**config.mk**
```make
export PLATFORM = sky130hd
export DESIGN_NAME = microcode_expander_flat
export DESIGN_NICKNAME = d
export VERILOG_FILES = /design/src/rtl/microcode_pkg.sv /design/src/rtl/microcode_expander_if.sv /design/src/rtl/microcode_rom.sv /design/src/rtl/microcode_expander.sv /design/src/flat_wrapper.sv
export SDC_FILE = /design/constraint.sdc
export NUM_CORES = 1
export LEC_CHECK = 0
export BUFFER_PORTS_ARGS = -buffer_cell sky130_fd_sc_hd__buf_4
export CAP_MARGIN = 10
export CORE_MARGIN = 3
export CORE_UTILIZATION = 55
export CTS_BUF_LIST = sky130_fd_sc_hd__clkbuf_8
export DETAILED_ROUTE_END_ITERATION = 12
export PLACE_DENSITY = 0.95
export SETUP_SLACK_MARGIN = 0.3
export SYNTH_ARGS = -nofsm -noshare
export SYNTH_HDL_FRONTEND = slang
export SYNTH_SLANG_ARGS = --single-unit
```
**constraint.sdc**
```tcl
create_clock -name clk -period 3.67 [get_ports clk]
set_input_delay 0.367 -clock clk [delete_from_list [all_inputs] [get_ports clk]]
set_output_delay 0.367 -clock clk [all_outputs]
set_load 0.05 [all_outputs]
```
**src/rtl/microcode_pkg.sv**
```systemverilog
// Shared types and constants for the microcode expander: widths, opcodes, the uop word
// layout (opclass[15:12], operand[11:3], LAST[2], reserved[1:0]) and the FSM state enum.
package microcode_pkg;

    localparam int PC_W     = 8;
    localparam int UW       = 16;
    localparam int MAX_UOPS = 4;
    localparam int ROM_AW   = 4;
    localparam int LAST_BIT = 2;

    localparam logic [PC_W-1:0] RESET_PC = 8'h00;

    localparam logic [6:0] OPC_LOAD   = 7'h03;
    localparam logic [6:0] OPC_OPIMM  = 7'h13;
    localparam logic [6:0] OPC_STORE  = 7'h23;
    localparam logic [6:0] OPC_OP     = 7'h33;
    localparam logic [6:0] OPC_BRANCH = 7'h63;
    localparam logic [6:0] OPC_JAL    = 7'h6F;

    localparam logic [3:0] CLS_ALU  = 4'h1;
    localparam logic [3:0] CLS_AGU  = 4'h2;
    localparam logic [3:0] CLS_LD   = 4'h3;
    localparam logic [3:0] CLS_ST   = 4'h4;
    localparam logic [3:0] CLS_BR   = 4'h5;
    localparam logic [3:0] CLS_WB   = 4'h6;
    localparam logic [3:0] CLS_TRAP = 4'hF;

    localparam logic [UW-1:0] TRAP_WORD = {CLS_TRAP, 9'h1FF, 1'b1, 2'b00};

    typedef enum logic [1:0] {
        ST_FETCH,
        ST_WAIT,
        ST_EXPAND
    } exp_state_e;

    // lastIdx holds (length - 1), so the 2-bit field covers 1..MAX_UOPS words.
    typedef struct packed {
        logic [1:0]        lastIdx;
        logic [ROM_AW-1:0] base;
    } decode_t;

    function automatic logic [UW-1:0] mk_uop(input logic [3:0] cls, input logic [8:0] operand,
                                             input logic last);
        return {cls, operand, last, 2'b00};
    endfunction

endpackage

```
**src/rtl/microcode_expander_if.sv**
```systemverilog
// Bundles the instruction-fetch bus, the microcode stream and the redirect/busy side-band of the
// expander; master is the expander, slave is its environment (memory, buffer, execute).
interface microcode_expander_if;
    import microcode_pkg::*;

    logic            mem_req;
    logic [PC_W-1:0] mem_addr;
    logic            mem_ack;
    logic [31:0]     mem_rdata;
    logic            uop_valid;
    logic            uop_ready;
    logic [UW-1:0]   uop_data;
    logic            redirect;
    logic [PC_W-1:0] redirect_pc;
    logic            busy;

    modport master (
        output mem_req, mem_addr, uop_valid, uop_data, busy,
        input  mem_ack, mem_rdata, uop_ready, redirect, redirect_pc
    );

    modport slave (
        input  mem_req, mem_addr, uop_valid, uop_data, busy,
        output mem_ack, mem_rdata, uop_ready, redirect, redirect_pc
    );

endinterface

```
**src/rtl/microcode_rom.sv**
```systemverilog
// Combinational microcode ROM: {opcode, funct3} decodes to {length, base}, and a word address
// returns the stored microcode word. Anything not recognised maps to the single TRAP word.
module microcode_rom
    import microcode_pkg::*;
(
    input  logic [6:0]        opcode_i,
    input  logic [2:0]        funct3_i,
    output decode_t           decode_o,
    input  logic [ROM_AW-1:0] addr_i,
    output logic [UW-1:0]     word_o
);

    always_comb begin
        decode_o = '{lastIdx: 2'd0, base: 4'd11};
        case (opcode_i)
            OPC_OP:     if (funct3_i == 3'd0) decode_o = '{lastIdx: 2'd0, base: 4'd0};
            OPC_LOAD:   if (funct3_i == 3'd2) decode_o = '{lastIdx: 2'd2, base: 4'd1};
            OPC_STORE:  if (funct3_i == 3'd2) decode_o = '{lastIdx: 2'd1, base: 4'd4};
            OPC_OPIMM:  if (funct3_i == 3'd0) decode_o = '{lastIdx: 2'd0, base: 4'd6};
            OPC_JAL:    decode_o = '{lastIdx: 2'd1, base: 4'd7};
            OPC_BRANCH: if (funct3_i == 3'd0) decode_o = '{lastIdx: 2'd1, base: 4'd9};
            default:    decode_o = '{lastIdx: 2'd0, base: 4'd11};
        endcase
    end

    // Only the final word of each sequence carries LAST.
    always_comb begin
        word_o = TRAP_WORD;
        case (addr_i)
            4'd0:    word_o = mk_uop(CLS_ALU, 9'h001, 1'b1);
            4'd1:    word_o = mk_uop(CLS_AGU, 9'h002, 1'b0);
            4'd2:    word_o = mk_uop(CLS_LD,  9'h003, 1'b0);
            4'd3:    word_o = mk_uop(CLS_WB,  9'h004, 1'b1);
            4'd4:    word_o = mk_uop(CLS_AGU, 9'h005, 1'b0);
            4'd5:    word_o = mk_uop(CLS_ST,  9'h006, 1'b1);
            4'd6:    word_o = mk_uop(CLS_ALU, 9'h007, 1'b1);
            4'd7:    word_o = mk_uop(CLS_BR,  9'h008, 1'b0);
            4'd8:    word_o = mk_uop(CLS_WB,  9'h009, 1'b1);
            4'd9:    word_o = mk_uop(CLS_ALU, 9'h00A, 1'b0);
            4'd10:   word_o = mk_uop(CLS_BR,  9'h00B, 1'b1);
            default: word_o = TRAP_WORD;
        endcase
    end

endmodule

```
**src/rtl/microcode_expander.sv**
```systemverilog
// Fetches instructions, expands each into 1..MAX_UOPS microcode words through microcode_rom and
// streams them out under valid/ready; owns the fetch PC and honours redirects from execute.
module microcode_expander
    import microcode_pkg::*;
(
    input  logic                clk,
    input  logic                rst_n,
    microcode_expander_if.master bus
);

    exp_state_e        state_q, state_d;
    logic [PC_W-1:0]   pc_q, pc_d;
    logic [PC_W-1:0]   addr_q, addr_d;
    logic              drop_q, drop_d;
    logic              memReq_q, memReq_d;
    logic              uopValid_q, uopValid_d;
    logic [UW-1:0]     uopData_q, uopData_d;
    logic [1:0]        idx_q, idx_d;
    logic [1:0]        lastIdx_q, lastIdx_d;
    logic [ROM_AW-1:0] base_q, base_d;

    logic [ROM_AW-1:0] romAddr;
    logic [UW-1:0]     romWord;
    logic [PC_W-1:0]   redirTarget;
    decode_t           dec;
    logic              accept;
    logic              unused_rdata;

    microcode_rom u_rom (
        .opcode_i (bus.mem_rdata[6:0]),
        .funct3_i (bus.mem_rdata[14:12]),
        .decode_o (dec),
        .addr_i   (romAddr),
        .word_o   (romWord)
    );

    assign unused_rdata = ^{bus.mem_rdata[31:15], bus.mem_rdata[11:7]};
    assign redirTarget  = {bus.redirect_pc[PC_W-1:2], 2'b00};
    assign accept       = uopValid_q & bus.uop_ready;

    // The word register is loaded one step ahead: decoded base on ack, base+idx+1 on each accept.
    assign romAddr = (state_q == ST_EXPAND) ? base_q + ROM_AW'(idx_q) + ROM_AW'(1) : dec.base;

    always_comb begin
        state_d    = state_q;
        pc_d       = pc_q;
        addr_d     = addr_q;
        drop_d     = drop_q;
        memReq_d   = memReq_q;
        uopValid_d = uopValid_q;
        uopData_d  = uopData_q;
        idx_d      = idx_q;
        lastIdx_d  = lastIdx_q;
        base_d     = base_q;
        case (state_q)
            ST_FETCH: begin
                if (bus.redirect) begin
                    pc_d = redirTarget;
                end else begin
                    memReq_d = 1'b1;
                    addr_d   = pc_q;
                    state_d  = ST_WAIT;
                end
            end
            ST_WAIT: begin
                if (bus.mem_ack) begin
                    memReq_d = 1'b0;
                    if (bus.redirect || drop_q) begin
                        if (bus.redirect) pc_d = redirTarget;
                        drop_d  = 1'b0;
                        state_d = ST_FETCH;
                    end else begin
                        lastIdx_d  = dec.lastIdx;
                        base_d     = dec.base;
                        idx_d      = 2'd0;
                        uopValid_d = 1'b1;
                        uopData_d  = romWord;
                        state_d    = ST_EXPAND;
                    end
                end else if (bus.redirect) begin
                    // The memory handshake must complete, so the stale response is dropped later.
                    pc_d   = redirTarget;
                    drop_d = 1'b1;
                end
            end
            ST_EXPAND: begin
                if (bus.redirect) begin
                    uopValid_d = 1'b0;
                    pc_d       = redirTarget;
                    idx_d      = 2'd0;
                    state_d    = ST_FETCH;
                end else if (accept) begin
                    if (idx_q == lastIdx_q) begin
                        uopValid_d = 1'b0;
                        pc_d       = pc_q + PC_W'(4);
                        idx_d      = 2'd0;
                        state_d    = ST_FETCH;
                    end else begin
                        idx_d     = idx_q + 2'd1;
                        uopData_d = romWord;
                    end
                end
            end
            default: state_d = ST_FETCH;
        endcase
    end

    always_ff @(posedge clk or negedge rst_n) begin
        if (!rst_n) begin
            state_q    <= ST_FETCH;
            pc_q       <= RESET_PC;
            addr_q     <= RESET_PC;
            drop_q     <= 1'b0;
            memReq_q   <= 1'b0;
            uopValid_q <= 1'b0;
            uopData_q  <= '0;
            idx_q      <= 2'd0;
            lastIdx_q  <= 2'd0;
            base_q     <= '0;
        end else begin
            state_q    <= state_d;
            pc_q       <= pc_d;
            addr_q     <= addr_d;
            drop_q     <= drop_d;
            memReq_q   <= memReq_d;
            uopValid_q <= uopValid_d;
            uopData_q  <= uopData_d;
            idx_q      <= idx_d;
            lastIdx_q  <= lastIdx_d;
            base_q     <= base_d;
        end
    end

    assign bus.mem_req   = memReq_q;
    assign bus.mem_addr  = addr_q;
    assign bus.uop_valid = uopValid_q;
    assign bus.uop_data  = uopData_q;
    assign bus.busy      = (state_q != ST_FETCH);

endmodule

```
**src/flat_wrapper.sv**
```systemverilog
// flat-port wrapper written by rule: the top's interface ports become plain ports
module microcode_expander_flat import microcode_pkg::*;
  (clk, rst_n, bus_mem_req, bus_mem_addr, bus_uop_valid, bus_uop_data, bus_busy, bus_mem_ack, bus_mem_rdata, bus_uop_ready, bus_redirect, bus_redirect_pc);
  microcode_expander_if bus_i ();
  input  logic clk;
  input  logic rst_n;
  output wire logic [$bits(bus_i.mem_req)-1:0] bus_mem_req;
  output wire logic [$bits(bus_i.mem_addr)-1:0] bus_mem_addr;
  output wire logic [$bits(bus_i.uop_valid)-1:0] bus_uop_valid;
  output wire logic [$bits(bus_i.uop_data)-1:0] bus_uop_data;
  output wire logic [$bits(bus_i.busy)-1:0] bus_busy;
  input wire logic [$bits(bus_i.mem_ack)-1:0] bus_mem_ack;
  input wire logic [$bits(bus_i.mem_rdata)-1:0] bus_mem_rdata;
  input wire logic [$bits(bus_i.uop_ready)-1:0] bus_uop_ready;
  input wire logic [$bits(bus_i.redirect)-1:0] bus_redirect;
  input wire logic [$bits(bus_i.redirect_pc)-1:0] bus_redirect_pc;
  assign bus_mem_req = bus_i.mem_req;
  assign bus_mem_addr = bus_i.mem_addr;
  assign bus_uop_valid = bus_i.uop_valid;
  assign bus_uop_data = bus_i.uop_data;
  assign bus_busy = bus_i.busy;
  assign bus_i.mem_ack = bus_mem_ack;
  assign bus_i.mem_rdata = bus_mem_rdata;
  assign bus_i.uop_ready = bus_uop_ready;
  assign bus_i.redirect = bus_redirect;
  assign bus_i.redirect_pc = bus_redirect_pc;
  microcode_expander u_core (.clk(clk), .rst_n(rst_n), .bus(bus_i));
endmodule
```
==> metrics.txt <==
Core Util, Final 0.686; Cell variety after synth 57; Req. time, crit path 3.87 ns; Peak VDD IR 582 uV; CP Class register to register; Yosys reg bits 34; first-pass GRT wire length 8.22 mm; PortBufs 43; Synth Instances 251; hold buffer count at CTS 0; RePlAce Congestion 0.792; clk buf depth 2; CTS Sinks 34; row count 22; synthesized area per cell 8.96 sq um; Post-synth EDFFs 0; htree depth 2; Die W 69.9 microns; Setup TNS Final 0 ns; power share of the sequential group 0.319; setup violators final 0; wirelength, routed 4.88 mm; fin crit period 2.59 ns; wire length per cell 14.7 microns; post-CTS setup buffer count 0; r2r setup slk 1.08 ns; skew final 0.00192 ns; outcome complete, no violations; Pwr Total 1.95 mW; Clk pin slew, worst setup/hold paths 0.07 ns; Slew @ Worst Pin 0.988 ns; number of max-cap violations 0; total count of max-transition violations in the final report 0; RSZ-0062 raised after global routing false; Most used DFF post-synth dfrtp_1; top-count cell post-synth dfrtp_1; Crit path arrival time 2.79 ns; Post-synth top cells dfrtp_1 (34), nand2_1 (27), nor2_1 (23), a21oi_1 (17), o21ai_0 (16); GRT Util Overall 0.206; Area Overhead vs Synth 15.9%; core area 3800 sq um; sequential cell area fraction in the yosys report 0.378; share of cells above drive strength 1 0.239; combinational power share 0.536; die area 4890 sq um; pwr/cell area 749 nW/um^2; Pleak 1.17 nW; NetSw 0.956 mW; Finished Cell Area 2610 sq um; final worst path period share 0.705; Pre-antenna DRT Iters 4; Starting Density 0.592; sw frac 0.490; total global routing overflow 0; DRC marker count from the first detailed-route iteration 93; Area contributors post-synth dfrtp_1 (38%), nand2_1 (4.5%), ha_1 (4.5%), nor2_1 (3.8%), a21oi_1 (3.8%); Final HPWL DP 3.65 mm; Slew headroom 0.342; number of global-route vias before repair 1898; clock power share 0.145; CTS tree done; antenna violations before repair 0; total CTS buffers 5; # resized after CTS 0; CP startpoint kind register; Fin. Hold Viols 0; Peak Freq 386 MHz; worst skew pair latency 0.29 ns; Cell Area, Placed 2510 sq um; Die Height 69.9 microns; post-route ant nets 0; cell-internal power 0.996 mW; Yosys top cell area share 0.378; n_diodes 0; largest net degree at the start of global routing 35; Min-Delay Path Class primary input to asynchronous set/reset pin; yosys warns 0; final routed DRC violation total 0; Synth Cell Area 2250 sq um; root buf cell clkbuf_8; Critical Path End Type register; dominant cell type by area after synthesis dfrtp_1; Vias per Instance 5.90; Ports 72; number of nets in the layout 338; Worst Path Max Fanout 12; Async SR Flop Fraction 1.00; vias post-DR 1966
-- critical path, stage by stage, from the launching register on --
cell and delay [ns]:
dfrtp_1 0.55, nor2b_1 0.65, mux2i_1 0.82, nor2_1 0.21, a211oi_1 0.27
-- path summary, 6_finish.rpt --
check                                                    from                                  end  depth (start not counted)
hold / removal                                          rst_n   u_core.bus.mem_addr[4]$_DFFE_PN0P_                          1
min in group clk                                  bus_mem_ack            u_core.drop_q$_DFFE_PN0P_                          2
max in group asynchronous                               rst_n   u_core.bus.mem_addr[7]$_DFFE_PN0P_                          1
setup / recovery                u_core.state_q[1]$_DFFE_PN0P_  u_core.bus.uop_data[14]$_DFFE_PN0P_                          4
setup reg to reg                u_core.state_q[1]$_DFFE_PN0P_  u_core.bus.uop_data[14]$_DFFE_PN0P_                          4
hold reg to reg            u_core.bus.uop_data[6]$_DFFE_PN0P_   u_core.bus.uop_data[6]$_DFFE_PN0P_                          2
-- per-stage QoR --
| stage | cells | hold slack, ns | setup WS [ns] |
|---|---|---|---|
| 2_1_floorplan | 254 | 0.0714 | 1.58 |
| 3_3_place_gp | 325 | 0.333 | 1.20 |
| 3_5_place_dp | 325 | 0.338 | 1.13 |
| 4_1_cts | 333 | 0.0282 | 1.11 |
| 5_1_grt | 333 | 0.0495 | 0.904 |
| 6_report | 333 | 0.0147 | 1.08 |
-- placed cells by master, fill, tap and decap left out, types with 5 or more instances in the layout --
| cell type | Yosys | final |
|---|---|---|
| nor3_1 | 6 | 6 |
| dfrtp_1 | 34 | 34 |
| nand3_1 | 7 | 7 |
| o21ai_0 | 16 | 16 |
| clkbuf_8 | 0 | 6 |
| a31oi_1 | 5 | 5 |
| a21oi_1 | 17 | 17 |
| inv_1 | 12 | 13 |
| o31ai_1 | 5 | 5 |
| nand2b_1 | 5 | 5 |
| buf_4 | 10 | 44 |
| mux2_2 | 6 | 6 |
| ha_1 | 8 | 8 |
| nor2_1 | 23 | 23 |
| nand2_1 | 27 | 27 |
-- area by class of cell --
cell class / instances / area [sq um]
Clock inverter: 2 / 8.76
Sequential cell: 34 / 851
Timing Repair Buffer: 44 / 330
Tap cell: 48 / 60.1
Inverter: 12 / 45.0
Clock buffer: 6 / 82.6
Multi-Input combinational cell: 187 / 1230
Fill cell: 306 / 1190
-- layer usage --
metal / share of wire / up-vias / track usage
li1: - / 955 / -
met1: 0.42 / 927 / 0.248
met2: 0.49 / 67 / 0.336
met3: 0.060 / 17 / 0.0547
met4: 0.031 / 0 / 0.111
met5: 0 / - / 0
-- power groups by stage --
stage	logic (mW)	clock network, mW	registers (mW)
after floorplan	0.502	0	0.912
after global placement	1.02	0	0.619
after detailed placement	1.05	0	0.628
after CTS	1.05	0.286	0.623
after global routing	1.11	0.305	0.647
final	1.05	0.283	0.622
-- flip-flops by register name, indices dropped and copies added, names as in the netlist --
register and count:
u_core.lastIdx_q 2, u_core.bus.uop_valid 1, u_core.bus.mem_addr 6, u_core.idx_q 2
u_core.pc_q 6, u_core.drop_q 1, u_core.base_q 4, u_core.bus.uop_data 9
u_core.bus.mem_req 1, u_core.state_q 2
-- logic make-up after synthesis --
logic type / after synthesis / synth area share
other: 1 / 0.00167
adder cells (fa/ha/maj): 9 / 0.0534
buffers and inverters: 33 / 0.0807
AND/OR/NAND/NOR: 93 / 0.215
XOR/XNOR: 4 / 0.0156
AO/OA/AOI/OAI: 67 / 0.207
flip-flops: 34 / 0.378
multiplexers: 10 / 0.0479
Note: power is estimated with default switching activity, not from simulation.
